**src/rtl/nibble_pkg.sv**
```systemverilog
// Shared definitions for the nibble execute stage: widths, opcodes, FSM states
// and the branch-condition helpers used by the PC control logic.
package nibble_pkg;

  localparam int DW_DEFAULT = 4;
  localparam int AW_DEFAULT = 12;

  localparam logic [3:0] OP_NOP  = 4'd0;
  localparam logic [3:0] OP_LIT  = 4'd1;
  localparam logic [3:0] OP_ADD  = 4'd2;
  localparam logic [3:0] OP_SUB  = 4'd3;
  localparam logic [3:0] OP_AND  = 4'd4;
  localparam logic [3:0] OP_NOR  = 4'd5;
  localparam logic [3:0] OP_CMP  = 4'd6;
  localparam logic [3:0] OP_JC   = 4'd7;
  localparam logic [3:0] OP_JNC  = 4'd8;
  localparam logic [3:0] OP_JZ   = 4'd9;
  localparam logic [3:0] OP_JNZ  = 4'd10;
  localparam logic [3:0] OP_JMP  = 4'd11;
  localparam logic [3:0] OP_OUT  = 4'd12;
  localparam logic [3:0] OP_IN   = 4'd13;
  localparam logic [3:0] OP_HALT = 4'd14;
  localparam logic [3:0] OP_NOP2 = 4'd15;

  typedef enum logic [2:0] {
    S_FETCH    = 3'd0,
    S_EXEC     = 3'd1,
    S_WAIT_IN  = 3'd2,
    S_WAIT_OUT = 3'd3,
    S_HALT     = 3'd4
  } state_e;

  function automatic logic is_jump(input logic [3:0] op);
    return (op >= OP_JC) && (op <= OP_JMP);
  endfunction

  function automatic logic jump_taken(input logic [3:0] op, input logic c, input logic z);
    logic taken;
    taken = 1'b0;
    case (op)
      OP_JC:   taken = c;
      OP_JNC:  taken = !c;
      OP_JZ:   taken = z;
      OP_JNZ:  taken = !z;
      OP_JMP:  taken = 1'b1;
      default: taken = 1'b0;
    endcase
    return taken;
  endfunction

endpackage

```
**src/rtl/nibble_exec_if.sv**
```systemverilog
// Input and output nibble streams of the execute stage, each a valid/ready pair.
interface nibble_exec_if #(
  parameter int DW = nibble_pkg::DW_DEFAULT
) ();

  logic [DW-1:0] in_data;
  logic          in_valid;
  logic          in_ready;
  logic [DW-1:0] out_data;
  logic          out_valid;
  logic          out_ready;

  // master is the environment (source of input nibbles, sink of output nibbles)
  modport master (
    output in_data, in_valid, out_ready,
    input  in_ready, out_data, out_valid
  );

  modport slave (
    input  in_data, in_valid, out_ready,
    output in_ready, out_data, out_valid
  );

endinterface

```
**src/rtl/nibble_alu.sv**
```systemverilog
// Combinational ALU for the nibble ISA: produces the next accumulator value and
// the next C/Z flags for the data-processing opcodes; other opcodes pass through.
module nibble_alu
  import nibble_pkg::*;
#(
  parameter int DW = DW_DEFAULT
) (
  input  logic [DW-1:0] op,
  input  logic [DW-1:0] acc,
  input  logic [DW-1:0] k,
  input  logic          c,
  input  logic          z,
  output logic [DW-1:0] result,
  output logic          c_next,
  output logic          z_next,
  output logic          wr_acc
);

  logic [DW:0]   sum;
  logic [DW-1:0] diff;
  logic [DW-1:0] and_r;
  logic [DW-1:0] nor_r;

  assign sum   = {1'b0, acc} + {1'b0, k};
  assign diff  = acc - k;
  assign and_r = acc & k;
  assign nor_r = ~(acc | k);

  always_comb begin
    // NOTE: every output gets a default before the case so no path leaves it
    // unassigned, which would otherwise infer a latch.
    result = acc;
    c_next = c;
    z_next = z;
    wr_acc = 1'b0;
    case (op)
      OP_LIT: begin
        result = k;
        wr_acc = 1'b1;
      end
      OP_ADD: begin
        result = sum[DW-1:0];
        c_next = sum[DW];
        z_next = (sum[DW-1:0] == '0);
        wr_acc = 1'b1;
      end
      OP_SUB: begin
        result = diff;
        c_next = (acc >= k);
        z_next = (diff == '0);
        wr_acc = 1'b1;
      end
      OP_AND: begin
        result = and_r;
        z_next = (and_r == '0);
        wr_acc = 1'b1;
      end
      OP_NOR: begin
        result = nor_r;
        z_next = (nor_r == '0);
        wr_acc = 1'b1;
      end
      // C=1 means no borrow; the accumulator is left untouched
      OP_CMP: begin
        c_next = (acc >= k);
        z_next = (diff == '0);
      end
      default: ;
    endcase
  end

endmodule

```
**src/rtl/nibble_exec.sv**
```systemverilog
// Execute/control stage for the nibble ISA: fetches from the program ROM, steers
// the upstream PC, runs the ALU and the two stream handshakes; two cycles per op.
module nibble_exec
  import nibble_pkg::*;
#(
  parameter int DW = DW_DEFAULT,
  parameter int AW = AW_DEFAULT
) (
  input  logic            clk,
  input  logic            reset,
  input  logic [2*DW-1:0] prog_byte,
  output logic            pc_en,
  output logic            pc_load,
  output logic [AW-1:0]   pc_addr,
  nibble_exec_if.slave    io,
  output logic [DW-1:0]   acc,
  output logic            flag_c,
  output logic            flag_z,
  output logic            halted
);

  state_e            state_q,     state_d;
  logic [2*DW-1:0]   ir_q,        ir_d;
  logic [DW-1:0]     acc_q,       acc_d;
  logic              c_q,         c_d;
  logic              z_q,         z_d;
  logic [DW-1:0]     out_data_q,  out_data_d;
  logic              out_valid_q, out_valid_d;
  logic              in_ready_q,  in_ready_d;
  logic              halted_q,    halted_d;

  logic [DW-1:0] op;
  logic [DW-1:0] k;
  logic [DW-1:0] fetch_op;
  logic [DW-1:0] alu_result;
  logic          alu_c;
  logic          alu_z;
  logic          alu_wr_acc;

  assign op       = ir_q[2*DW-1 -: DW];
  assign k        = ir_q[DW-1:0];
  assign fetch_op = prog_byte[2*DW-1 -: DW];

  nibble_alu #(.DW(DW)) u_alu (
    .op     (op),
    .acc    (acc_q),
    .k      (k),
    .c      (c_q),
    .z      (z_q),
    .result (alu_result),
    .c_next (alu_c),
    .z_next (alu_z),
    .wr_acc (alu_wr_acc)
  );

  always_comb begin
    state_d     = state_q;
    ir_d        = ir_q;
    acc_d       = acc_q;
    c_d         = c_q;
    z_d         = z_q;
    out_data_d  = out_data_q;
    out_valid_d = out_valid_q;
    in_ready_d  = in_ready_q;
    halted_d    = halted_q;

    case (state_q)
      S_FETCH: begin
        ir_d    = prog_byte;
        state_d = S_EXEC;
        // Arm the handshake one cycle early so valid/ready come straight from flops in EXEC.
        if (fetch_op == OP_OUT) begin
          out_data_d  = acc_q;
          out_valid_d = 1'b1;
        end
        if (fetch_op == OP_IN) begin
          in_ready_d = 1'b1;
        end
      end

      S_EXEC: begin
        state_d = S_FETCH;
        if (alu_wr_acc) begin
          acc_d = alu_result;
        end
        c_d = alu_c;
        z_d = alu_z;
        case (op)
          OP_OUT: begin
            if (io.out_ready) out_valid_d = 1'b0;
            else              state_d     = S_WAIT_OUT;
          end
          OP_IN: begin
            if (io.in_valid) begin
              acc_d      = io.in_data;
              z_d        = (io.in_data == '0);
              in_ready_d = 1'b0;
            end else begin
              state_d = S_WAIT_IN;
            end
          end
          OP_HALT: begin
            state_d  = S_HALT;
            halted_d = 1'b1;
          end
          default: ;
        endcase
      end

      S_WAIT_OUT: begin
        if (io.out_ready) begin
          out_valid_d = 1'b0;
          state_d     = S_FETCH;
        end
      end

      S_WAIT_IN: begin
        if (io.in_valid) begin
          acc_d      = io.in_data;
          z_d        = (io.in_data == '0);
          in_ready_d = 1'b0;
          state_d    = S_FETCH;
        end
      end

      S_HALT: ;

      default: state_d = S_FETCH;
    endcase
  end

  // NOTE: state flops use non-blocking assignments so every register samples
  // the pre-edge values, independent of statement order.
  always_ff @(posedge clk or negedge reset) begin
    if (!reset) begin
      state_q     <= S_FETCH;
      ir_q        <= '0;
      acc_q       <= '0;
      c_q         <= 1'b0;
      z_q         <= 1'b0;
      out_data_q  <= '0;
      out_valid_q <= 1'b0;
      in_ready_q  <= 1'b0;
      halted_q    <= 1'b0;
    end else begin
      state_q     <= state_d;
      ir_q        <= ir_d;
      acc_q       <= acc_d;
      c_q         <= c_d;
      z_q         <= z_d;
      out_data_q  <= out_data_d;
      out_valid_q <= out_valid_d;
      in_ready_q  <= in_ready_d;
      halted_q    <= halted_d;
    end
  end

  // PC steering is combinational; gating with reset keeps the fetch stage idle
  // while reset is held even though the state register sits at FETCH.
  always_comb begin
    pc_en   = 1'b0;
    pc_load = 1'b0;
    if (reset) begin
      if (state_q == S_FETCH) begin
        pc_en = 1'b1;
      end else if (state_q == S_EXEC && is_jump(op)) begin
        if (jump_taken(op, c_q, z_q)) pc_load = 1'b1;
        else                          pc_en   = 1'b1;
      end
    end
  end

  // In EXEC the ROM already presents the byte after the opcode: the target low byte.
  assign pc_addr = {k, prog_byte};

  assign io.out_data  = out_data_q;
  assign io.out_valid = out_valid_q;
  assign io.in_ready  = in_ready_q;

  assign acc    = acc_q;
  assign flag_c = c_q;
  assign flag_z = z_q;
  assign halted = halted_q;

endmodule

```
**src/flat_wrapper.sv**
```systemverilog
// flat-port wrapper written by rule: the top's interface ports become plain ports
module nibble_exec_flat import nibble_pkg::*;
#(
  parameter int DW = DW_DEFAULT,
  parameter int AW = AW_DEFAULT
)
  (clk, reset, prog_byte, pc_en, pc_load, pc_addr, acc, flag_c, flag_z, halted, io_in_data, io_in_valid, io_out_ready, io_in_ready, io_out_data, io_out_valid);
  nibble_exec_if #(.DW(DW)) io_i ();
  input  logic clk;
  input  logic reset;
  input  logic [2*DW-1:0] prog_byte;
  output logic pc_en;
  output logic pc_load;
  output logic [AW-1:0] pc_addr;
  output logic [DW-1:0] acc;
  output logic flag_c;
  output logic flag_z;
  output logic halted;
  input wire logic [$bits(io_i.in_data)-1:0] io_in_data;
  input wire logic [$bits(io_i.in_valid)-1:0] io_in_valid;
  input wire logic [$bits(io_i.out_ready)-1:0] io_out_ready;
  output wire logic [$bits(io_i.in_ready)-1:0] io_in_ready;
  output wire logic [$bits(io_i.out_data)-1:0] io_out_data;
  output wire logic [$bits(io_i.out_valid)-1:0] io_out_valid;
  assign io_i.in_data = io_in_data;
  assign io_i.in_valid = io_in_valid;
  assign io_i.out_ready = io_out_ready;
  assign io_in_ready = io_i.in_ready;
  assign io_out_data = io_i.out_data;
  assign io_out_valid = io_i.out_valid;
  nibble_exec #(.DW(DW), .AW(AW)) u_core (.clk(clk), .reset(reset), .prog_byte(prog_byte), .pc_en(pc_en), .pc_load(pc_load), .pc_addr(pc_addr), .io(io_i), .acc(acc), .flag_c(flag_c), .flag_z(flag_z), .halted(halted));
endmodule
```
**config.mk**
```make
export PLATFORM = sky130hd
export DESIGN_NAME = nibble_exec_flat
export DESIGN_NICKNAME = d
export VERILOG_FILES = /design/src/rtl/nibble_pkg.sv /design/src/rtl/nibble_exec_if.sv /design/src/rtl/nibble_alu.sv /design/src/rtl/nibble_exec.sv /design/src/flat_wrapper.sv
export SDC_FILE = /design/constraint.sdc
export NUM_CORES = 1
export LEC_CHECK = 0
export ABC_AREA = 1
export BUFFER_PORTS_ARGS = -buffer_cell sky130_fd_sc_hd__buf_2
export CAP_MARGIN = 20
export CORE_UTILIZATION = 35
export DETAILED_ROUTE_END_ITERATION = 10
export PLACE_DENSITY = 0.55
export SYNTH_ARGS = -nofsm -noshare
export SYNTH_HDL_FRONTEND = slang
export SYNTH_SLANG_ARGS = --single-unit
```
**constraint.sdc**
```tcl
create_clock -name clk -period 2.8 [get_ports clk]
set_clock_uncertainty 0.2 [all_clocks]
set_input_delay 0.56 -clock clk [delete_from_list [all_inputs] [get_ports clk]]
set_output_delay 0.56 -clock clk [all_outputs]
set_load 0.005 [all_outputs]
```
# Word-level counts from Yosys, hierarchy flattened
# Cells that the tools add are included.
[word_totals] mem_count=0 ff_bits=24 rom_bits=0 inputBits=16 out_inout_bits=27 latch_bits=0 ram_bits=0
[classes] add_sub_neg=2 mul=0 n_eq_ne=26 shift=0 n_lt_le_gt_ge=3 n_div=0 bitwise=4 n_reduce_logical=23 muxes=39
[op_table] operator="$eq 4x4->1 const B" n=9
[op_table] operator="$mux 1" n=21
[op_table] operator="$logic_not 4->1" n=5
[op_table] operator="$pmux 4 s5" n=1
[op_table] operator="$eq 4x3->1 const B" n=4
[op_table] operator="$mux 4" n=4
[op_table] operator="$pmux 3 s5" n=1
[op_table] operator="$pmux 3 s3" n=1
[op_table] operator="$reduce_and 3->1" n=3
[op_table] operator="$eq 4x2->1 const B" n=2
[op_table] operator="$ne 2x2->1 const B" n=4
[op_table] operator="$pmux 4 s2" n=1
[op_table] operator="$reduce_and 2->1" n=4
[op_table] operator="$eq 3x2->1 const B" n=2
[op_table] operator="$mux 3" n=2
[op_table] operator="$pmux 1 s3" n=2
[op_table] operator="$reduce_bool 3->1" n=2
[op_table] operator="$add 4x4->5" n=1
[op_table] operator="$pmux 1 s5" n=1
[op_table] operator="$reduce_or 5->1" n=1
[op_table] operator="$and 4x4->4" n=1
[op_table] operator="$eq 4x1->1 const B" n=1
[op_table] operator="$ge 4x3->1 const B" n=1
[op_table] operator="$ge 4x4->1" n=1
[op_table] operator="other kinds (16)" n=22

# Depth between registers and ports, before layout
# Gate-level depths: netlist of the first run.
[depth] word_depth=10 mapped_depth=12

# Hierarchy
# A second synthesis of the first run with hierarchy kept.
[hier_totals] hier_cells=340 area_unflattened_um2=2168.3
[by_module_without_submodules] mod="nibble_exec" area_each_um2=1396.3 instances=1 cells_each=190 seq_area_each_um2=600.6
[by_module_without_submodules] mod="nibble_alu" area_each_um2=772.0 instances=1 cells_each=150 seq_area_each_um2=0.0

# Worst setup path before layout of the first run
# No wires, ideal clock.
[synth_path] kind="register to register" from="register u_core.acc_q[0], in the netlist u_core.acc[0]" to="register u_core.z_q, in the netlist u_core.flag_z" arrival_time_ps=1696 stages_incl_launch_ff=12 synth_period_minus_slack_ps=2019 n_path_buf=0 setup_slack_ps=781 setup_time_ps=122 path_cell_list="dfrtp_1 > inv_1 > ha_1 > inv_1 > fa_1 > or2_2 > nand3_1 > nor2_1 > nand2_1 > nand3_1 > nand2_1 > a21oi_1"
[synth_between] elab_chain_cells=7
[synth_lines] element="start: declaration" line_no="nibble_exec.sv:24" rtl="logic [DW-1:0] acc_q, acc_d;"
[synth_lines] element="start signal: assignment" line_no="nibble_exec.sv:138" rtl="acc_q <= '0;"
[synth_lines] element="start signal: assignment" line_no="nibble_exec.sv:148" rtl="acc_q <= acc_d;"
[synth_lines] element="branches (longest 3 deep; another with $sub 4x4->4)"
[synth_lines] element="$pmux 1 s4 (*)" line_no="nibble_alu.sv:36" rtl="case (op)"
[synth_lines] element="$mux 1" line_no="nibble_exec.sv:94" rtl="if (io.in_valid) begin"
[synth_lines] element="$mux 1 (*)" line_no="nibble_exec.sv:88" rtl="case (op)"
[synth_lines] element="$pmux 1 s2 (*)" line_no="nibble_exec.sv:67" rtl="case (state_q)"
[synth_lines] element="end signal: assignment" line_no="nibble_exec.sv:150" rtl="z_q <= z_d;"
[synth_lines] element="end: declaration" line_no="nibble_exec.sv:26" rtl="logic z_q, z_d;"
# Mark *: on every way between the ends.
# A chain may end at the register's enable or synchronous reset.

# Worst setup path in the final report of the first run
[layout_path] from="register u_core.state_q[2]" to="output port pc_en"
[layout_between] elab_chain_cells=5
[layout_lines] element="start: declaration" line_no="nibble_exec.sv:22" rtl="state_e state_q, state_d;"
[layout_lines] element="start signal: assignment" line_no="nibble_exec.sv:146" rtl="state_q <= state_d;"
[layout_lines] element="$eq 3x1->1" line_no="nibble_exec.sv:166" rtl="end else if (state_q == S_EXEC && is_jump(op)) begin"
[layout_lines] element="$logic_and 1x1->1" line_no="nibble_exec.sv:166"
[layout_lines] element="$mux 1" line_no="nibble_exec.sv:166"
[layout_lines] element="$mux 1 (*)" line_no="nibble_exec.sv:164" rtl="if (state_q == S_FETCH) begin"
[layout_lines] element="$mux 1 (*)" line_no="nibble_exec.sv:163" rtl="if (reset) begin"
[layout_lines] element="end: declaration" line_no="flat_wrapper.sv:12" rtl="output logic pc_en;"
# Every way passes the cells marked *; elsewhere a longest branch is shown, timed or not.

==> impl_metrics.tcl, run 1 <==
set metrics [dict create \
    antennaDiodeCount 0 \
    clk_pin_slew_ns 0.09 \
    top_layer "met4" \
    grt_overflow 0 \
    crit_type "reg2out" \
    postCtsHoldBufs 0 \
    setup_tns_ns 0 \
    crit_path_start_kind "flip-flop" \
    grt_max_degree 25 \
    drt-met1-wl_um 2423 \
    cts_resized 0 \
    dp_hpwl_um 4173 \
    critPathArrivalTime_ns 1.67 \
    multi_input_area_um2 1115 \
    fin_cells 401 \
    clk_latency_ns 0.27 \
    syn_area_um2 1983 \
    synth_edf_count 0 \
    cts-root-buf "clkbuf_8" \
    grt_pass1_wl_um 8763 \
    cts_tree "yes" \
    portBuffers 42 \
    slew_viol_final 0 \
    max_freq_ghz 0.4107 \
    postCtsSetupRepairBufs 0 \
    hold_viol_final 0 \
    die_x_um 77.28 \
    ys.flop_type "dfrtp_1" \
    synth.avg_cell_area_um2 6.677 \
    cts_buffers 3 \
    worstHoldPathType "in2async" \
    wl_met3_um 215 \
    wl_um 5147 \
    fin_nets 361 \
    synthArstFlopShare_pct 100.0 \
    grt_pass1_vias 1874 \
    vias 1938 \
    ys_types 29 \
    pwr_density_cell_nw_per_um2 1156 \
    synth_seq_cells 24 \
    r2r_end "u_core.flag_z" \
    rrSetupSlack_ns 0.66 \
    die_height_um 77.28 \
    ff2ff_path_depth 11 \
    grt_use_total_pct 18.67 \
    dp_cells 398 \
    ant_nets 0 \
    drc 0 \
    fin_crit_sh_pct 86.95 \
    antenna_found_initial 0 \
    critPathMaxFanout 8 \
    p_leak_uw 0.001218 \
    syn_nets 327 \
    routedWlPerCell_um 12.84 \
    nFillCells 594 \
    dr.pass1.iters 4 \
    worst_slew_pin_slew_ns 0.4295 \
    yosys_warnings 0 \
    drive_above_1_share_pct 20.36 \
    status "finished clean" \
    max_cap_viol_count 0 \
    ios 43 \
    cts_max_level 1 \
    slew_headroom_pct 71.10 \
    clockBufferDepth 2 \
    postSynthCellCount 297 \
    cp-end-kind "output pin" \
    dr_wl_met2_um 2441 \
    dieArea_um2 5971 \
    ff_latch_area_um2 600.6 \
    setup_viol 0 \
    drtIter0Drc 80 \
    post-route-min-period_ns 2.435 \
    seq_area_frac_synth_pct 30.28 \
    start_util_pct 36.24 \
    vdd_drop_max_v 0.0003811 \
    r2r_start "u_core.acc[0]" \
    place.gp.congestion 0.8935 \
    core_area_um2 5473 \
    routed_via_density 4.833 \
    syn2layout_area_growth_pct 12.62 \
    clock-sinks 24 \
    crit_required_ns 2.04 \
    rsz0062_at_grt "false" \
    row_count 27 \
]
## worst max path at each step
stage                      start            end  slack (ns)  cells after the start
5_1_grt        u_core.state_q[2]          pc_en        0.18                      8
3_3_place_gp   u_core.state_q[2]          pc_en        0.71                      8
3_5_place_dp   u_core.state_q[2]          pc_en        0.65                      8
6_report       u_core.state_q[2]          pc_en        0.37                      8
4_1_cts        u_core.state_q[2]          pc_en        0.34                      8
2_1_floorplan      u_core.acc[0]  u_core.flag_z        0.78                     11
## cells in the mapped netlist, types with 2 or more instances
cell type,n,area [um^2]
ha_1,12,150.1
fa_1,2,40.04
nor2_1,32,120.1
o21ai_0,17,85.08
nand2_1,84,315.3
a22oi_1,2,15.01
o31ai_1,2,15.01
dfrtp_1,24,600.6
nor2_2,5,31.28
nand3_1,21,105.1
a21oi_1,15,75.07
inv_2,4,15.01
inv_1,41,153.9
o211ai_1,2,15.01
nand2_2,6,37.54
o21ai_1,3,15.01
buf_4,12,90.09
nor3_1,2,10.01
## stage by stage
step           total power [uW]  hold WS [ns]  area [um^2]  setup WS [ns]  utilization [%]
2_1_floorplan              1916       0.06441         1983         0.7813                -
3_3_place_gp               2399        0.2447         2192         0.7054            40.05
3_5_place_dp               2383        0.2542         2192         0.6512            40.05
4_1_cts                    2603       0.09393         2233         0.3410            40.81
5_1_grt                    2878        0.1061         2233         0.1776            40.81
6_report                   2582       0.07576         2233         0.3654            40.81
## registers in the layout, indices dropped and copies added (netlist names)
name / cells
u_core.ir_q: 8
u_core.acc: 4
u_core.io.out_data: 4
u_core.state_q: 3
u_core.flag_c: 1
u_core.flag_z: 1
u_core.halted: 1
u_core.io.in_ready: 1
u_core.io.out_valid: 1
## critical path: stages, from the launching register on
cell and delay (ns):
dfrtp_1 0.43, inv_1 0.14, nand2_2 0.07, nor2_2 0.30, o21ai_2 0.11, inv_1 0.06, nand2_1 0.05, a21oi_1 0.12
buf_2 0.12
## placed cells by master, fill, tap and decap left out
cell and instances:
or2_2 1, nor2_1 32, ha_1 12, fa_1 2, xnor2_1 1, o21ai_1 3, buf_4 1, a21oi_1 15
a21oi_2 1, o211ai_1 2, dfrtp_1 24, o21ai_2 1, o31ai_1 2, clkbuf_8 3, nand2_1 84, nor3_4 1
inv_2 4, inv_1 41, o21ai_0 17, nand2_2 6, nand3_1 21, nand4_2 1, nand4_1 1, buf_2 42
nor2_2 5, nor4_1 1, nor3_1 2, a22oi_1 2, nand2_4 1
## cells by family (layout without fill, tap and decap cells)
kind of cell / count (synthesis) / after routing / synth area share (%)
simple gates: 156 / 156 / 34.20
buf+inv: 59 / 91 / 13.50
compound gates: 43 / 43 / 11.99
flops: 24 / 24 / 30.28
fa+ha+maj: 14 / 14 / 9.590
xor+xnor: 1 / 1 / 0.4417
## power breakdown
group / switching, uW / internal [uW] / total, uW
combinational: 1090 / 608 / 1690
sequential: 172 / 509 / 681
clock: 111 / 96.4 / 208
total: 1370 / 1210 / 2580
## layout make-up
type / count / area share, %
Clock buffer: 3 / 1.849
Tap cell: 72 / 4.034
Timing Repair Buffer: 43 / 9.748
Sequential cell: 24 / 26.89
Multi-Input combinational cell: 214 / 49.92
Inverter: 45 / 7.563
## per-layer routing
metal  up-vias  GRT usage, %
li1        990             -
met1       884         23.53
met2        56         32.57
met3         8         2.976
met4         0         5.283
met5         -             0
No activity file was read; power rests on OpenSTA's default activity.
==> inputs of run 2 (changes only) <==
--- a/config.mk
+++ b/config.mk
@@ -8,9 +8,12 @@
 export ABC_AREA = 1
 export BUFFER_PORTS_ARGS = -buffer_cell sky130_fd_sc_hd__buf_2
 export CAP_MARGIN = 20
+export CELL_PAD_IN_SITES_DETAIL_PLACEMENT = 1
+export CELL_PAD_IN_SITES_GLOBAL_PLACEMENT = 1
 export CORE_UTILIZATION = 35
+export CTS_CLUSTER_DIAMETER = 200
 export DETAILED_ROUTE_END_ITERATION = 10
-export PLACE_DENSITY = 0.55
+export PLACE_DENSITY = 0.74
 export SYNTH_ARGS = -nofsm -noshare
 export SYNTH_HDL_FRONTEND = slang
 export SYNTH_SLANG_ARGS = --single-unit
==> run 2 against run 1 <==
Net effect: cell area grew 1.3%; clock power grew 55%; worst hold slack lost 0.0061 ns; wire length grew 18%; setup slack lost 0.063 ns; die area is the same; flip-flop and latch count is the same; fmax shrank 2.5%; core utilization grew 0.55 points; sequential power grew 0.9%; clock-buffer cell count is the same; largest cell class unchanged.
==> impl_metrics.tcl, run 2 (synthesis gave the netlist of run 1 again) <==
set metrics [dict create \
    cts_max_level 1 \
    max_freq_ghz 0.4004 \
    postCtsSetupRepairBufs 0 \
    drtIter0Drc 77 \
    ff2ff_path_depth 10 \
    crit_path_start_kind "flip-flop" \
    cts_buffers 3 \
    grt_overflow 0 \
    r2r_start "u_core.acc[2]" \
    max_cap_viol_count 0 \
    antennaDiodeCount 0 \
    worst_slew_pin_slew_ns 0.3905 \
    hold_viol_final 0 \
    drive_above_1_share_pct 20.61 \
    postCtsHoldBufs 0 \
    mostFrequentLayoutCells "nand2_1 (84), buf_2 (42), inv_1 (41)" \
    cts_tree "yes" \
    cts_resized 0 \
    core_area_um2 5473 \
    grt_use_total_pct 21.86 \
    critPathCapture "pc_en" \
    worstSetupStartpoint "u_core.state_q[2]" \
    multi_input_area_um2 1115 \
    nFillCells 761 \
    rsz0062_at_grt "false" \
    final_common_cell "nand2_1" \
    crit_chain "inv_1 > nand2_2 > nor2_2 > o21ai_2 > inv_1 > nand2_1 > a21oi_1 > buf_2" \
    r2r_end "u_core.flag_z" \
    dieArea_um2 5971 \
    die_x_um 77.28 \
    portBuffers 42 \
    stdcell_area_um2 2263 \
    dr.pass1.iters 4 \
    grt_pass1_vias 2009 \
    fin_crit_sh_pct 89.19 \
    die_height_um 77.28 \
    crit_type "reg2out" \
    setup_tns_ns 0 \
    p_leak_uw 0.001233 \
    post-route-min-period_ns 2.497 \
    ant_nets 0 \
    ios 43 \
    clockBufferDepth 2 \
    cpMostUsedCell "inv_1" \
    slew_headroom_pct 73.94 \
    placed_area_um2 2192 \
    rrSetupSlack_ns 0.60 \
    cpMaxStageDelayCell "dfrtp_1" \
    clk_latency_ns 0.28 \
    fin_nets 361 \
    cts-root-buf "clkbuf_8" \
    status "finished clean" \
    critPathMaxFanout 8 \
    syn2layout_area_growth_pct 14.13 \
    pwr_density_cell_nw_per_um2 1239 \
    antenna_found_initial 0 \
    whs_ns 0.06969 \
    place.gp.congestion 0.8839 \
    crit_required_ns 2.04 \
    regMostFlops "u_core.ir_q" \
    routed_via_density 5.022 \
    routedWlPerCell_um 15.13 \
    largest_register_ffs 8 \
    dp_hpwl_um 4860 \
    grt_max_degree 25 \
    slowest_delay_ns 0.44 \
    row_count 27 \
    critPathArrivalTime_ns 1.74 \
    setup_viol 0 \
    slew_viol_final 0 \
    drc 0 \
    worstHoldPathType "in2async" \
    start_util_pct 36.24 \
    cp-end-kind "output pin" \
    ff_latch_area_um2 600.6 \
    wl_um 6084 \
    clk_pin_slew_ns 0.10 \
    clock-sinks 24 \
    vdd_drop_max_v 0.0003490 \
    vias 2019 \
    grt_pass1_wl_um 10150 \
]
-- run 2: changes by cell type in the layout (fill, tap and decap cells not counted) --
cell / delta
bufinv_16: +1
-- run 2: critical path: cells and delay by family (launching register included) --
family	cells	cell delay [ns]
simple gates	3	0.45
flops	1	0.44
compound gates	2	0.23
buf+inv	3	0.34
-- run 2: area by class of cell --
type,count,area share [%]
Inverter,45,7.463
Clock buffer,3,1.824
Clock inverter,1,1.327
Sequential cell,24,26.53
Tap cell,72,3.980
Timing Repair Buffer,43,9.619
Multi-Input combinational cell,214,49.25
-- run 2: power by group --
part / internal, uW / switching [uW] / leakage (uW) / total [uW]
sequential: 509 / 178 / 0.000295 / 687
clock: 192 / 131 / 0.0000357 / 323
combinational: 616 / 1180 / 0.000902 / 1800
-- run 2: how the worst min path moves through the flow --
stage                  startpoint        endpoint  slack, ns  depth (start not counted)
detailed placement  u_core.halted   u_core.halted       0.25                          2
global route                reset  u_core.ir_q[4]       0.10                          2
finish                      reset  u_core.ir_q[4]       0.07                          2
CTS                         reset  u_core.ir_q[4]       0.09                          2
global placement    u_core.halted   u_core.halted       0.24                          2
floorplan                   reset   u_core.acc[0]       0.06                          0
-- run 2: metrics by stage --
step                      worst slack [ns]  total power (uW)  std cells  util [%]
after global placement              0.6638              2415        398     40.05
after detailed placement            0.6145              2466        398     40.05
after CTS                           0.2869              2819        402     41.36
after floorplan                     0.7813              1916        297         -
after global routing                0.1486              3095        402     41.36
final                               0.3026              2805        402     41.36
-- run 2: metal layers --
layer	wire length [um]	GRT usage, %	vias up	share of wire (%)
li1	-	-	991	-
met1	3001	30.64	967	49
met2	2747	34.42	46	45
met3	183	2.381	15	3.0
met4	153	7.925	0	2.5
met5	0	0	-	0
==> inputs of run 3 (changes only) <==
--- a/config.mk
+++ b/config.mk
@@ -14,6 +14,7 @@
 export CTS_CLUSTER_DIAMETER = 200
 export DETAILED_ROUTE_END_ITERATION = 10
 export PLACE_DENSITY = 0.74
+export RECOVER_POWER = 50
 export SYNTH_ARGS = -nofsm -noshare
 export SYNTH_HDL_FRONTEND = slang
 export SYNTH_SLANG_ARGS = --single-unit
==> run 3 against run 2 <==
Net effect: combinational power is essentially flat; via count is 0.79% lower; wire length is 0.54% higher; clock-buffer cell count did not move; largest power group unchanged; first-iteration DRC count is 2.6% lower; total power is 0.29% lower; register-to-register slack is essentially flat; critical path depth stayed put; flip-flop and latch count did not move; core utilization down 0.23 points.
==> impl_metrics.tcl, run 3 (synthesis gave the netlist of run 1 again) <==
set metrics [dict create \
    dp_hpwl_um 4860 \
    clockBufferDepth 2 \
    hold_viol_final 0 \
    place.gp.congestion 0.8839 \
    cts_tree "yes" \
    crit_required_ns 2.04 \
    final_common_cell "nand2_1" \
    ios 43 \
    finish.utilization_pct 41.13 \
    r2r_end "u_core.flag_z" \
    crit_path_start_kind "flip-flop" \
    min_to "u_core.halted" \
    cts_max_level 1 \
    clk_pin_slew_ns 0.10 \
    grt_pass1_vias 2009 \
    fin_nets 361 \
    nFillCells 757 \
    dp_slack_ns 0.6145 \
    drtIter0Drc 75 \
    crit_type "reg2out" \
    ant_nets 0 \
    antennaDiodeCount 0 \
    dr.pass1.iters 4 \
    drive_above_1_share_pct 18.48 \
    cts_buffers 3 \
    clk_latency_ns 0.28 \
    critPathMaxFanout 8 \
    rsz0062_at_grt "false" \
    regMostFlops "u_core.ir_q" \
    cts_resized 0 \
    worst_slew_pin_slew_ns 1.431 \
    postCtsHoldBufs 0 \
    multi_input_area_um2 1110 \
    vias 2003 \
    stdcell_area_um2 2251 \
    slew_viol_final 0 \
    grt_overflow 0 \
    cpMostUsedCell "inv_1" \
    portBuffers 42 \
    postCtsSetupRepairBufs 0 \
    slew_headroom_pct 4.597 \
    cts-root-buf "clkbuf_8" \
    mostFrequentLayoutCells "nand2_1 (85), inv_1 (42), buf_2 (39)" \
    ff_latch_area_um2 600.6 \
    dieArea_um2 5971 \
    vdd_drop_max_v 0.0003490 \
    cp_num_buf_inv 3 \
    crit_chain "inv_1 > nand2_2 > nor2_2 > o21ai_2 > inv_1 > nand2_1 > a21oi_1 > buf_2" \
    critPathArrivalTime_ns 1.73 \
    status "finished clean" \
    clock-sinks 24 \
    die_x_um 77.28 \
    die_height_um 77.28 \
    dp_cells 398 \
    setup_viol 0 \
    grt_pass1_wl_um 10150 \
    wl_um 6117 \
    setup_tns_ns 0 \
    routedWlPerCell_um 15.22 \
    syn2layout_area_growth_pct 13.50 \
    post-route-min-period_ns 2.492 \
    path_delay_family "simple AND/OR/NAND/NOR gates" \
    ff2ff_path_depth 10 \
    p_leak_uw 0.001222 \
    max_freq_ghz 0.4014 \
    pwr_density_cell_nw_per_um2 1243 \
    drc 0 \
    placed_area_um2 2192 \
    fin_cells 402 \
    setup_ws_ns 0.3084 \
    largest_register_ffs 8 \
    routed_via_density 4.983 \
    hold-path-cell-count 2 \
    min_from "u_core.halted" \
    core_area_um2 5473 \
    max_cap_viol_count 0 \
    fin_crit_sh_pct 88.98 \
    r2r_start "u_core.acc[2]" \
    rrSetupSlack_ns 0.60 \
    worstHoldPathType "reg2reg" \
    antenna_found_initial 0 \
    cp-end-kind "output pin" \
    grt_max_degree 25 \
    grt_use_total_pct 21.86 \
    row_count 27 \
    slowest_delay_ns 0.44 \
    start_util_pct 36.24 \
    cpMaxStageDelayCell "dfrtp_1" \
]
run 3: changes by cell type in the layout (fill, tap and decap cells not counted):
| cell | previous run | this run |
|---|---|---|
| buf_2 | 42 | 39 |
| buf_4 | 1 | 0 |
| clkbuf_1 | 0 | 4 |
| inv_1 | 41 | 42 |
| inv_2 | 4 | 3 |
| nand2_1 | 84 | 85 |
| nand2_2 | 6 | 5 |
| nor2_1 | 32 | 33 |
| nor2_2 | 5 | 4 |
run 3: final cells by class:
cell class / count / share of cell area, %
clock buffers: 3 / 1.834
clock inverters: 1 / 1.334
inverters: 45 / 7.504
multi-input cells: 214 / 49.30
flip-flops and latches: 24 / 26.68
well taps: 72 / 4.002
repair buffers: 43 / 9.339
run 3: worst max path at each step:
stage               slack (ns)              start             to  depth (start not counted)
finish                    0.31  u_core.state_q[2]          pc_en                          8
global route              0.16  u_core.state_q[2]          pc_en                          8
CTS                       0.29  u_core.state_q[2]          pc_en                          8
detailed placement        0.61  u_core.state_q[2]          pc_en                          8
global placement          0.66      u_core.acc[2]  u_core.acc[3]                         10
floorplan                 0.78      u_core.acc[0]  u_core.flag_z                         11
run 3: tightest hold or removal path, stage by stage (launching register included):
cell and delay [ns]:
dfrtp_1 0.35, inv_1 0.04, nand2_1 0.05
run 3: stage by stage:
stage / total power, uW / hold WS, ns
after floorplan: 1916 / 0.06441
after global placement: 2415 / 0.2446
after detailed placement: 2466 / 0.2531
after CTS: 2819 / 0.08918
after global routing: 3084 / 0.3088
final: 2797 / 0.2697
run 3: metal layers:
| metal | vias up | routed length [um] | global-route usage [%] |
|---|---|---|---|
| li1 | 990 | - | - |
| met1 | 956 | 3063 | 30.64 |
| met2 | 42 | 2749 | 34.42 |
| met3 | 15 | 150 | 2.381 |
| met4 | 0 | 153 | 7.925 |
| met5 | - | 0 | 0 |
run 3: power breakdown:
| part | switching, uW | internal [uW] | total, uW |
|---|---|---|---|
| combinational | 1180 | 611 | 1790 |
| sequential | 177 | 509 | 685 |
| clock | 132 | 192 | 323 |
| total | 1490 | 1310 | 2800 |
